## config.mk

```make
export PLATFORM = sky130hd
export DESIGN_NAME = misr_reg
export DESIGN_NICKNAME = d
export VERILOG_FILES = /design/src/rtl/adder_misr_checker_misr_reg.sv
export SDC_FILE = /design/constraint.sdc
export NUM_CORES = 1
export LEC_CHECK = 0
export CORE_MARGIN = 5
export CORE_UTILIZATION = 35
export CTS_BUF_LIST = sky130_fd_sc_hd__clkbuf_16
export CTS_CLUSTER_DIAMETER = 50
export CTS_CLUSTER_SIZE = 16
export DETAILED_ROUTE_END_ITERATION = 10
export HOLD_SLACK_MARGIN = 0.15
export PLACE_DENSITY = 0.75
export SLEW_MARGIN = 15
export SYNTH_ARGS = -nofsm -noshare
export SYNTH_HDL_FRONTEND = slang
export SYNTH_SLANG_ARGS = --single-unit
```

## constraint.sdc

```tcl
create_clock -name clk -period 1.2 [get_ports clk]
set_clock_uncertainty 0.05 [all_clocks]
set_input_delay 0.24 -clock clk [delete_from_list [all_inputs] [get_ports clk]]
set_output_delay 0.24 -clock clk [all_outputs]
set_load 0.01 [all_outputs]
```

## src/rtl/adder_misr_checker_misr_reg.sv

```systemverilog
// Generic multiple-input signature register: shift left, feed back POLY when
// the MSB falls out, and XOR in the parallel input word.
module misr_reg #(
  parameter int unsigned    W    = 17,
  parameter logic [W-1:0]   POLY = '0,
  parameter logic [W-1:0]   SEED = '0
) (
  input  logic         clk,
  input  logic         rst,
  input  logic         load,
  input  logic         en,
  input  logic [W-1:0] d,
  output logic [W-1:0] sig
);

  logic [W-1:0] sig_next;

  // Next signature from the current contents and the incoming word
  always_comb begin
    sig_next = {sig[W-2:0], 1'b0} ^ (sig[W-1] ? POLY : '0) ^ d;
  end

  // Signature register: reset/load to SEED, otherwise compact when enabled
  always_ff @(posedge clk) begin
    if (rst) begin
      sig <= SEED;
    end else if (load) begin
      sig <= SEED;
    end else if (en) begin
      sig <= sig_next;
    end
  end

endmodule

```

Word level (Yosys, flattened, before mapping). Index checks and enable logic that the tools add are counted.

Register bits: 17. Word-level logic and storage cells: 3.

Bitwise logic cells: 1. Reduce and logical (&&, ||, !) cells: 1.

Operator list (number): bitwise XOR 17 bit (1); OR reduction 2 bit (1).

Longest topological paths before layout. Gate-level depths: netlist (run 1).

Depth after elaboration: 1. Mapped depth: 4.

Worst setup path after synthesis (run 1). Ideal clock, no wire load.

Path type: input port to flip-flop. Start point: in load. End point: reg sig[10]. Arrival time: 840 ps. Slack: 230 ps. Cell stages on the path: 4. Path buffers: 2. Path through: or2_1 buf_6 buf_12 a211oi_2.

Longest elaborated chain between the ends: 1.

Ends and longest elaborated chain: from (decl) (line 10) `input logic load,`; OR reduction 2 bit (no source line); to (signal assigned) (line 30) `sig <= sig_next;`; to (decl) (line 13) `output logic [W-1:0] sig`.

No other way between the ends. A chain may end at the register's enable or synchronous reset.

Final worst setup path (run 1).
Start point: in load. End point: reg sig[14].

The elaborated chain is that of the path after synthesis.

==> results of run 1 <==
## cell usage in the layout, fill, tap and decap left out
cell type,netlist,layout
buf_12,1,1
mux2i_1,1,1
nor2_1,17,17
clkdlybuf4s50_1,0,20
clkdlybuf4s15_1,0,1
dlygate4sd2_1,0,16
xnor2_1,16,16
inv_1,0,1
a211oi_2,9,11
or2_1,1,1
dfxtp_1,17,17
a211oi_1,7,5
buf_4,2,19
clkbuf_16,0,3
## per-layer routing
layer / vias up / share of wire (%) / track usage, %
li1: 358 / - / -
met1: 325 / 41 / 14.3
met2: 21 / 53 / 22.0
met3: 4 / 5.1 / 3.85
met4: 0 / 1.2 / 6.62
met5: - / 0 / 0
## cells by family (layout without fill, tap and decap cells)
logic type | Yosys count | count (layout)
xor+xnor | 16 | 16
simple gates | 18 | 18
mux | 1 | 1
compound gates | 16 | 16
buf+inv | 6 | 61
flops | 17 | 17
## worst min-delay path, stage by stage, from the launching register on
cell	delay (ns)
dfxtp_1	0.31
nor2_1	0.08
a211oi_1	0.05
## power by group through the flow
stage | Clock (uW) | Combinational, uW | Sequential, uW
global placement | 0 | 310 | 616
CTS | 677 | 302 | 604
global route | 696 | 330 | 606
detailed placement | 0 | 318 | 616
finish | 658 | 305 | 604
floorplan | 0 | 128 | 636
## how the worst min path moves through the flow
stage	from	cells past startpoint	to	slack, ns
2_1_floorplan	d[0]	2	sig[0]	0.34
3_3_place_gp	sig[16]	2	sig[16]	0.44
3_5_place_dp	sig[16]	2	sig[16]	0.45
4_1_cts	sig[16]	2	sig[16]	0.45
5_1_grt	sig[16]	2	sig[16]	0.51
6_report	sig[16]	2	sig[16]	0.44
## stage by stage
stage / worst slack [ns] / hold WS [ns] / utilization (%) / area [um2] / instances
floorplan: 0.230 / 0.337 / - / 782 / 74
global placement: -0.157 / 0.437 / 59.6 / 1290 / 153
detailed placement: -0.213 / 0.448 / 59.6 / 1290 / 153
CTS: 0.0121 / 0.450 / 62.3 / 1350 / 157
global route: -0.0207 / 0.507 / 62.8 / 1360 / 157
finish: 0.0356 / 0.445 / 62.8 / 1360 / 157
## cell usage after synthesis, drive strengths merged
cell type  count  share of area (%)
xnor2         16                 18
or2            1               0.80
dfxtp         17                 44
buf            6                7.2
nor2          17                8.2
a211oi        16                 21
mux2i          1                1.3
## final cells by class
type,count,share of cell area [%]
Timing Repair Buffer,57,37.6
Clock buffer,3,5.51
Tap cell,28,2.57
Sequential cell,17,25.0
Clock inverter,1,0.275
Multi-Input combinational cell,51,29.0
## repair_timing
item                       4_1_cts  5_1_grt
gates resized for setup         17        3
setup endpoints to repair       17        3
setup buffers                    0        0
pin swaps                        0        0
==> summary.md, run 1 <==
| Metric | Value |
|---|---|
| Xor/xnor share of the synthesized area | 17.9% |
| Routed WL | 2040 um |
| # setup viols final | 0 |
| Synth unique cells | 11 |
| Antenna viol nets, final | 0 |
| Internal power | 1210 uW |
| Crit path time final | 1.16 ns |
| Clock tree buffer depth | 2 |
| Main combinational cell family by area after synthesis | compound AO/OA/AOI/OAI gates |
| DR WL/cell | 13.0 um |
| Largest register FFs | 17 |
| Layout cells sized above 1 | 26.4% |
| Simple-gate share of the synthesized area | 8.96% |
| Vias in the first global route | 780 |
| TritonCTS Buffers | 3 |
| Min-Delay Path Class | register to register |
| Flop pwr share | 38.5% |
| Mapped Area | 782 um2 |
| Clock-pin slew on the worst setup and hold paths | 0.05 ns |
| Top Registers | sig x17 |
| Starting DRT DRC Count | 5 |
| CP peak stage delay | 0.39 ns |
| Rel. slew slack | 85.3% |
| Most flops, register | sig |
| Via density | 4.51 |
| RePlAce Congestion | 0.682 |
| Setup crit end | sig[14] |
| Die area | 3280 um2 |
| Switching Share | 22.7% |
| HPWL Detailed | 1550 um |
| CP bufs+invs | 2 |
| Setup crit end kind | register |
| Max VDD drop | 700 uV |
| Synth Area in Compound Gates | 21.1% |
| Critical R2R Capture | sig[14] |
| Max-cap violations | 0 |
| Status | finished, final reports clean |
| GRT Residual Overflow | 0 |
| Clk pwr share | 42.0% |
| Syn_nets | 95 |
| Die X | 57.3 um |
| DRC Markers | 0 |
| Worst reg2reg path depth | 3 |
| Slowest CP cell | clkdlybuf4s50_1 |
| IO Port Bufs | 37 |
| Cell Rows | 17 |
| TritonCTS clock tree | built |
| Area grow syn2layout | 74.2% |
| Quantity of hold-fixing buffers added after cts | 0 |
| Initial antenna violation count | 0 |
| Final nets | 151 |
| Worst EP arrival | 1.27 ns |
| PD cells | 1150 nW/um2 |
| Core area | 2170 um2 |
| Worst-margin pin slew | 0.220 ns |
| Crit path launch | load |
| Mux cell area share after synthesis | 1.28% |
| Multi-input combinational cell area | 395 um2 |
| Delay-heaviest family, CP | buffers and inverters |
| Pwr Total | 1570 uW |
| Root Buffer | clkbuf_16 |
| NetSw | 356 uW |
| Setup slack, reg-to-reg | 0.23 ns |
| TritonCTS Sinks | 17 |
| Via count | 708 |
| Max Clk Rate | 859 MHz |
| Largest net degree at the start of global routing | 33 |
| Filler cells | 205 |
| Final Max Slew Viols | 0 |
| Vert. Die Dim | 57.3 um |
| Syn Inst Count | 74 |
| Yosys warning total | 0 |
| Sequential share of the synthesized area | 43.5% |
| WP data required | 1.31 ns |
| Crit share post-route | 97.0% |
| RR Startpoint | sig[13] |
| Initial Util | 36.0% |
| Seq. cell area | 340 um2 |
| Worst skew pair latency | 0.25 ns |
| Setup crit start kind | input port |
| Worst path depth | 4 |
| Setup TNS | 0 ns |
| Worst-path maximum fanout | 8 |
| First-pass GRT wire length | 3280 um |
| GR Util All Layers | 12.8% |
| IO Count | 38 |
| Synthesized flop and latch total | 17 |
| Antenna Cells | 0 |
| Mapped Avg Cell Area | 10.6 um2 |
| Critical path class | input port to register |
| TritonRoute pass-1 iters | 4 |
| Post-Synth Adder-Cell Area | 0% |
| Final Hold Violating Endpoints | 0 |
| H-Tree Level Count | 1 |
| CP Cell Sequence | clkdlybuf4s50_1 -> or2_1 -> buf_4 -> a211oi_2 |
| Comb power frac | 19.5% |
| Leak | 0.000583 uW |
Power figures use the tool's default switching activity.
==> run 2: changes to the inputs <==
--- a/config.mk
+++ b/config.mk
@@ -11,9 +11,10 @@
 export CTS_CLUSTER_DIAMETER = 50
 export CTS_CLUSTER_SIZE = 16
 export DETAILED_ROUTE_END_ITERATION = 10
+export GPL_ROUTABILITY_DRIVEN = 0
 export HOLD_SLACK_MARGIN = 0.15
 export PLACE_DENSITY = 0.75
-export SLEW_MARGIN = 15
+export SLEW_MARGIN = 25
 export SYNTH_ARGS = -nofsm -noshare
 export SYNTH_HDL_FRONTEND = slang
 export SYNTH_SLANG_ARGS = --single-unit
==> results of run 2 <==
Final layout, timing and power as in run 1 (identical DEF).
==> edit 1, RTL diff (config.mk and constraints of run 1) <==
Reset style: asynchronous (`rst`), changed in one clocked block.
--- a/src/rtl/adder_misr_checker_misr_reg.sv
+++ b/src/rtl/adder_misr_checker_misr_reg.sv
@@ -21,7 +21,7 @@
   end
 
   // Signature register: reset/load to SEED, otherwise compact when enabled
-  always_ff @(posedge clk) begin
+  always_ff @(posedge clk or posedge rst) begin
     if (rst) begin
       sig <= SEED;
     end else if (load) begin
Formal check against the unedited RTL: differs if rst is asserted again (counterexample within 4 cycles, from zero or initial values and one cycle with rst high); with rst held inactive, the same outputs for 10 cycles.
==> edit 1 against run 1 <==
- synthesized cell count is the same
- highest routed layer unchanged
- cell area grew 13%
- power grew 14%
- register-to-register slack lost 60 ps
- fmax grew 0.32%
- setup slack gained 3.7 ps
- count of clock-buffer cells in the layout is the same
- non-clock buffer count grew 1
- area after synthesis grew 22%
- wire length grew 10%
- sequential cell count is the same
==> edit 1: results (changes against run 1) <==
Ys Warns 0 (unchanged); worst hold path class input pin to asynchronous set/reset pin; Worst Reg2Reg Path Length in Cells 3 (unchanged); Worst R2R Start sig[0]; R2R setup slack 170 ps (-60 ps); Pre-Repair DR Iteration Count 2 (-2); sequential area share after synthesis 0.447 (+0.0122); outcome finished clean; I/O Buffers 37 (unchanged); Final nets 152 (+0.66%); number of global-route vias before repair 866 (+11%); Worst-Skew Late Latency 240 ps; Placer Congestion 0.668 (-2.1%); Global Route Usage Sum 0.127 (-0.00118); crit path max fanout 2 (-6); synth top area cells dfrtp_1, a211oi_2, xnor2_1; Crit path max-delay family flip-flops; reg2reg end sig[1]; CP peak stage delay 390 ps (about the same); Worst-path clk slew 50 ps (about the same); VDD IR max 1.16 mV (+65%); clock buffer depth 2 (unchanged); vias per inst 4.64 (+2.9%); ANT cells 0 (unchanged); Crit-path slowest cell dfrtp_1; layout cells sized above 1 0.446 (+0.183); leak pwr 0.000647 uW (+11%); async set-or-reset flop fraction in the synthesized netlist 1.00 (+1.00); CTS H-tree depth 1 (unchanged); Post-synth top cells dfrtp_1, a211oi_2, xnor2_1, nor2_2, nor2_1; initial drt markers 16 (+11); first-pass GRT wire length 4020 um (+22%); clock root cell clkbuf_16; slew margin rel. 0.849 (-0.00402); DP HPWL 1690 um (+9.4%); wirelength, routed 2250 um (+10%); largest net degree at the start of global routing 18 (-45%); Setup Fix Bufs, Post-CTS 0 (unchanged)
edit 1: cell types whose count changed after synthesis, sizes merged:
cell | before | now
dfrtp | 0 | 17
dfxtp | 17 | 0
inv | 0 | 1
or2 | 1 | 0
edit 1: through the flow:
step | hold slack, ps | area (sq um) | std cells | setup WS [ps]
final | 252 | 1540 | 161 | 39.4
after global routing | 279 | 1540 | 161 | 0.934
after CTS | 259 | 1550 | 161 | 0.820
after detailed placement | 524 | 1480 | 157 | -11.2
after global placement | 517 | 1480 | 157 | 18.8
after floorplan | 116 | 951 | 74 | 299
edit 1: worst max-delay path by stage:
stage               cells past startpoint  endpoint    from  slack, ps
floorplan                               2   sig[10]  sig[9]        300
global placement                        1    sig[1]  sig[1]         20
detailed placement                      3    sig[4]    load        -10
CTS                                     1    sig[4]  sig[4]        0.8
global route                            1    sig[9]  sig[9]        0.9
finish                                  1    sig[9]  sig[9]         40
edit 1: final cells by class:
| cell class | count | area, sq um |
|---|---|---|
| clock buffers | 3 | 75.1 |
| multi-input cells | 50 | 447 |
| well taps | 31 | 38.8 |
| fillers | 240 | 1150 |
| flip-flops and latches | 17 | 425 |
| repair buffers | 58 | 546 |
| inverters | 1 | 3.75 |
| clock inverters | 1 | 5.00 |
edit 1: metal layers:
layer | up-vias | wire (um) | share of wire | global-route usage
met5 | - | 0 | 0 | 0
met4 | 0 | 21 | 0.0093 | 0.0325
met3 | 4 | 165 | 0.073 | 0.0595
met2 | 22 | 1190 | 0.53 | 0.220
met1 | 358 | 869 | 0.39 | 0.139
li1 | 363 | - | - | -
edit 1: logic make-up (layout without fill, tap and decap cells):
family	after synthesis	after routing	synth area share
buffers and inverters	7	63	0.0829
xor gates and xnor gates	16	16	0.147
and+or+nand+nor	17	17	0.101
muxes	1	1	0.0105
AOI/OAI and AO/OA	16	16	0.211
DFF	17	17	0.447
edit 1: repair_timing:
item,in CTS,in global routing
gates resized for setup,26,11
pin swaps,0,0
hold endpoints to repair,0,0
setup endpoints to repair,17,11
edit 1: power by group:
group	leakage [uW]	switching, uW	internal [uW]
logic	0.000385	209	275
clock network	0.0000409	214	445
registers	0.000221	24.7	620
total	0.000647	448	1340
==> edit 2, RTL diff (settings of run 1) <==
Made on the original files. Change the parameter `W` from 17 to 34.
--- a/src/rtl/adder_misr_checker_misr_reg.sv
+++ b/src/rtl/adder_misr_checker_misr_reg.sv
@@ -1,7 +1,7 @@
 // Generic multiple-input signature register: shift left, feed back POLY when
 // the MSB falls out, and XOR in the parallel input word.
 module misr_reg #(
-  parameter int unsigned    W    = 17,
+  parameter int unsigned    W    = 34,
   parameter logic [W-1:0]   POLY = '0,
   parameter logic [W-1:0]   SEED = '0
 ) (
Interface: changed (resized d and sig); port bits go from 38 to 72. No check against the original RTL was run, so the function may have changed too.
==> edit 2 against run 1 <==
- via count up 88%
- clock power up 82%
- register-to-register slack better by 50 ps
- wire length up 84%
- combinational power up 100%
- worst hold slack worse by 55 ps
- sequential cell count up 17
- cell area up 99%
- area after synthesis up 100%
- setup slack worse by 3.4 ps
- fmax down 0.29%
- power up 93%
- global-route usage up 0.11 points
==> edit 2: results (changes against run 1) <==
Worst-path clk slew 50 ps (about the same); R2R setup slack 280 ps (+50 ps); Synth Flop Type dfxtp_1; reg2reg end sig[23]; Post-synth top cells dfxtp_1, nor2_1, xnor2_1, a211oi_2; Worst R2R Start sig[22]; Sw Pwr 734 uW (+110%); Global Route Usage Sum 0.130 (+0.00114); wirelength, routed 3740 um (+84%); crit path max fanout 2 (-6); TritonCTS Buffers 5 (+2); Final nets 289 (+91%); Ys Warns 0 (unchanged); final hold slack 390 ps (-55.0 ps); Worst-Skew Late Latency 270 ps (+20 ps); initial drt markers 81 (+76); number of global-route vias before repair 1418 (+82%); antenna violations before repair 0 (unchanged); Place WS -297 ps (-83.4 ps); I/O Buffers 71 (+92%); slew margin rel. 0.866 (+0.0138); Synth cell types 10 (-1); synth top area cells dfxtp_1, a211oi_2, xnor2_1; Crit path max-delay family flip-flops; WHS Path Cells 3 (+1); VDD IR max 0.693 mV (-1.0%); first-pass GRT wire length 6390 um (+95%); met2 WL 1780 um (+67%); CP peak stage delay 330 ps (-60 ps); M1 GR Usage 0.156 (+0.0131); Regs by FF count sig: 34 flops; Via Count 1329 (+88%); leak pwr 0.00110 uW (+89%); Crit-path slowest cell dfxtp_1; Placer Congestion 0.717 (+5.1%); Hold Startpoint en; sequential area share after synthesis 0.427 (-0.00820); outcome finished clean; clock buffer depth 2 (unchanged); layout cells sized above 1 0.302 (+0.0380); data arrival time of the worst path 880 ps (-390 ps); M1 WL 1630 um (+94%); worst hold path class input pin to flip-flop; DP HPWL 2880 um (+86%); GR Util met3 0.0521 (+0.0136); Layout fillers 382 (+86%); routed wl met3 292 um (+180%); grt met2 use 0.211 (-0.00895); hold path endpoint sig[25]; endpoints failing setup 0 (unchanged); Post-Syn Nets 185 (+95%); largest net degree at the start of global routing 35 (+6.1%); CTS H-tree depth 2 (+1)
-- edit 2: cell count changes after synthesis --
cell,before,now
a211oi_1,7,4
buf_6,1,4
buf_2,2,4
nor2_1,17,34
a211oi_2,9,29
dfxtp_1,17,34
buf_4,2,3
xnor2_1,16,33
buf_12,1,0
-- edit 2: worst max-delay path by stage --
stage / cells after the start / from / slack, ps / to
floorplan: 4 / load / 220 / sig[10]
global placement: 4 / load / -270 / sig[33]
detailed placement: 4 / load / -300 / sig[33]
CTS: 1 / sig[23] / 6 / sig[23]
global route: 1 / sig[28] / 1 / sig[28]
finish: 1 / sig[20] / 30 / sig[20]
-- edit 2: cell type report --
class,count,area share
repair buffers,108,0.370
well taps,52,0.0239
flip-flops and latches,34,0.251
multi-input cells,102,0.305
clock inverters,3,0.00460
clock buffers,5,0.0460
-- edit 2: power groups by stage --
| stage | clock network, uW | logic, uW | registers (uW) |
|---|---|---|---|
| final | 1200 | 618 | 1210 |
| after global routing | 1260 | 669 | 1220 |
| after CTS | 1220 | 623 | 1210 |
| after detailed placement | 0 | 653 | 1230 |
| after global placement | 0 | 647 | 1230 |
| after floorplan | 0 | 269 | 1270 |
-- edit 2: kinds of logic after synthesis --
kind of cell	Yosys count	share of synthesized area
compound gates	33	0.246
xor+xnor	33	0.181
buf+inv	11	0.0549
flops	34	0.427
mux	1	0.00628
simple gates	35	0.0840
-- edit 2: per-stage QoR --
step | power (uW) | std cells | area (sq um)
global route | 3140 | 304 | 2720
finish | 3020 | 304 | 2720
floorplan | 1540 | 147 | 1590
global placement | 1880 | 296 | 2610
CTS | 3050 | 304 | 2700
detailed placement | 1890 | 296 | 2610
-- edit 2: timing repair --
action                     4_1_cts  5_1_grt
buffers inserted                 0        0
gates resized for setup         36       16
setup endpoints to repair       39       15
hold buffers                     0        0
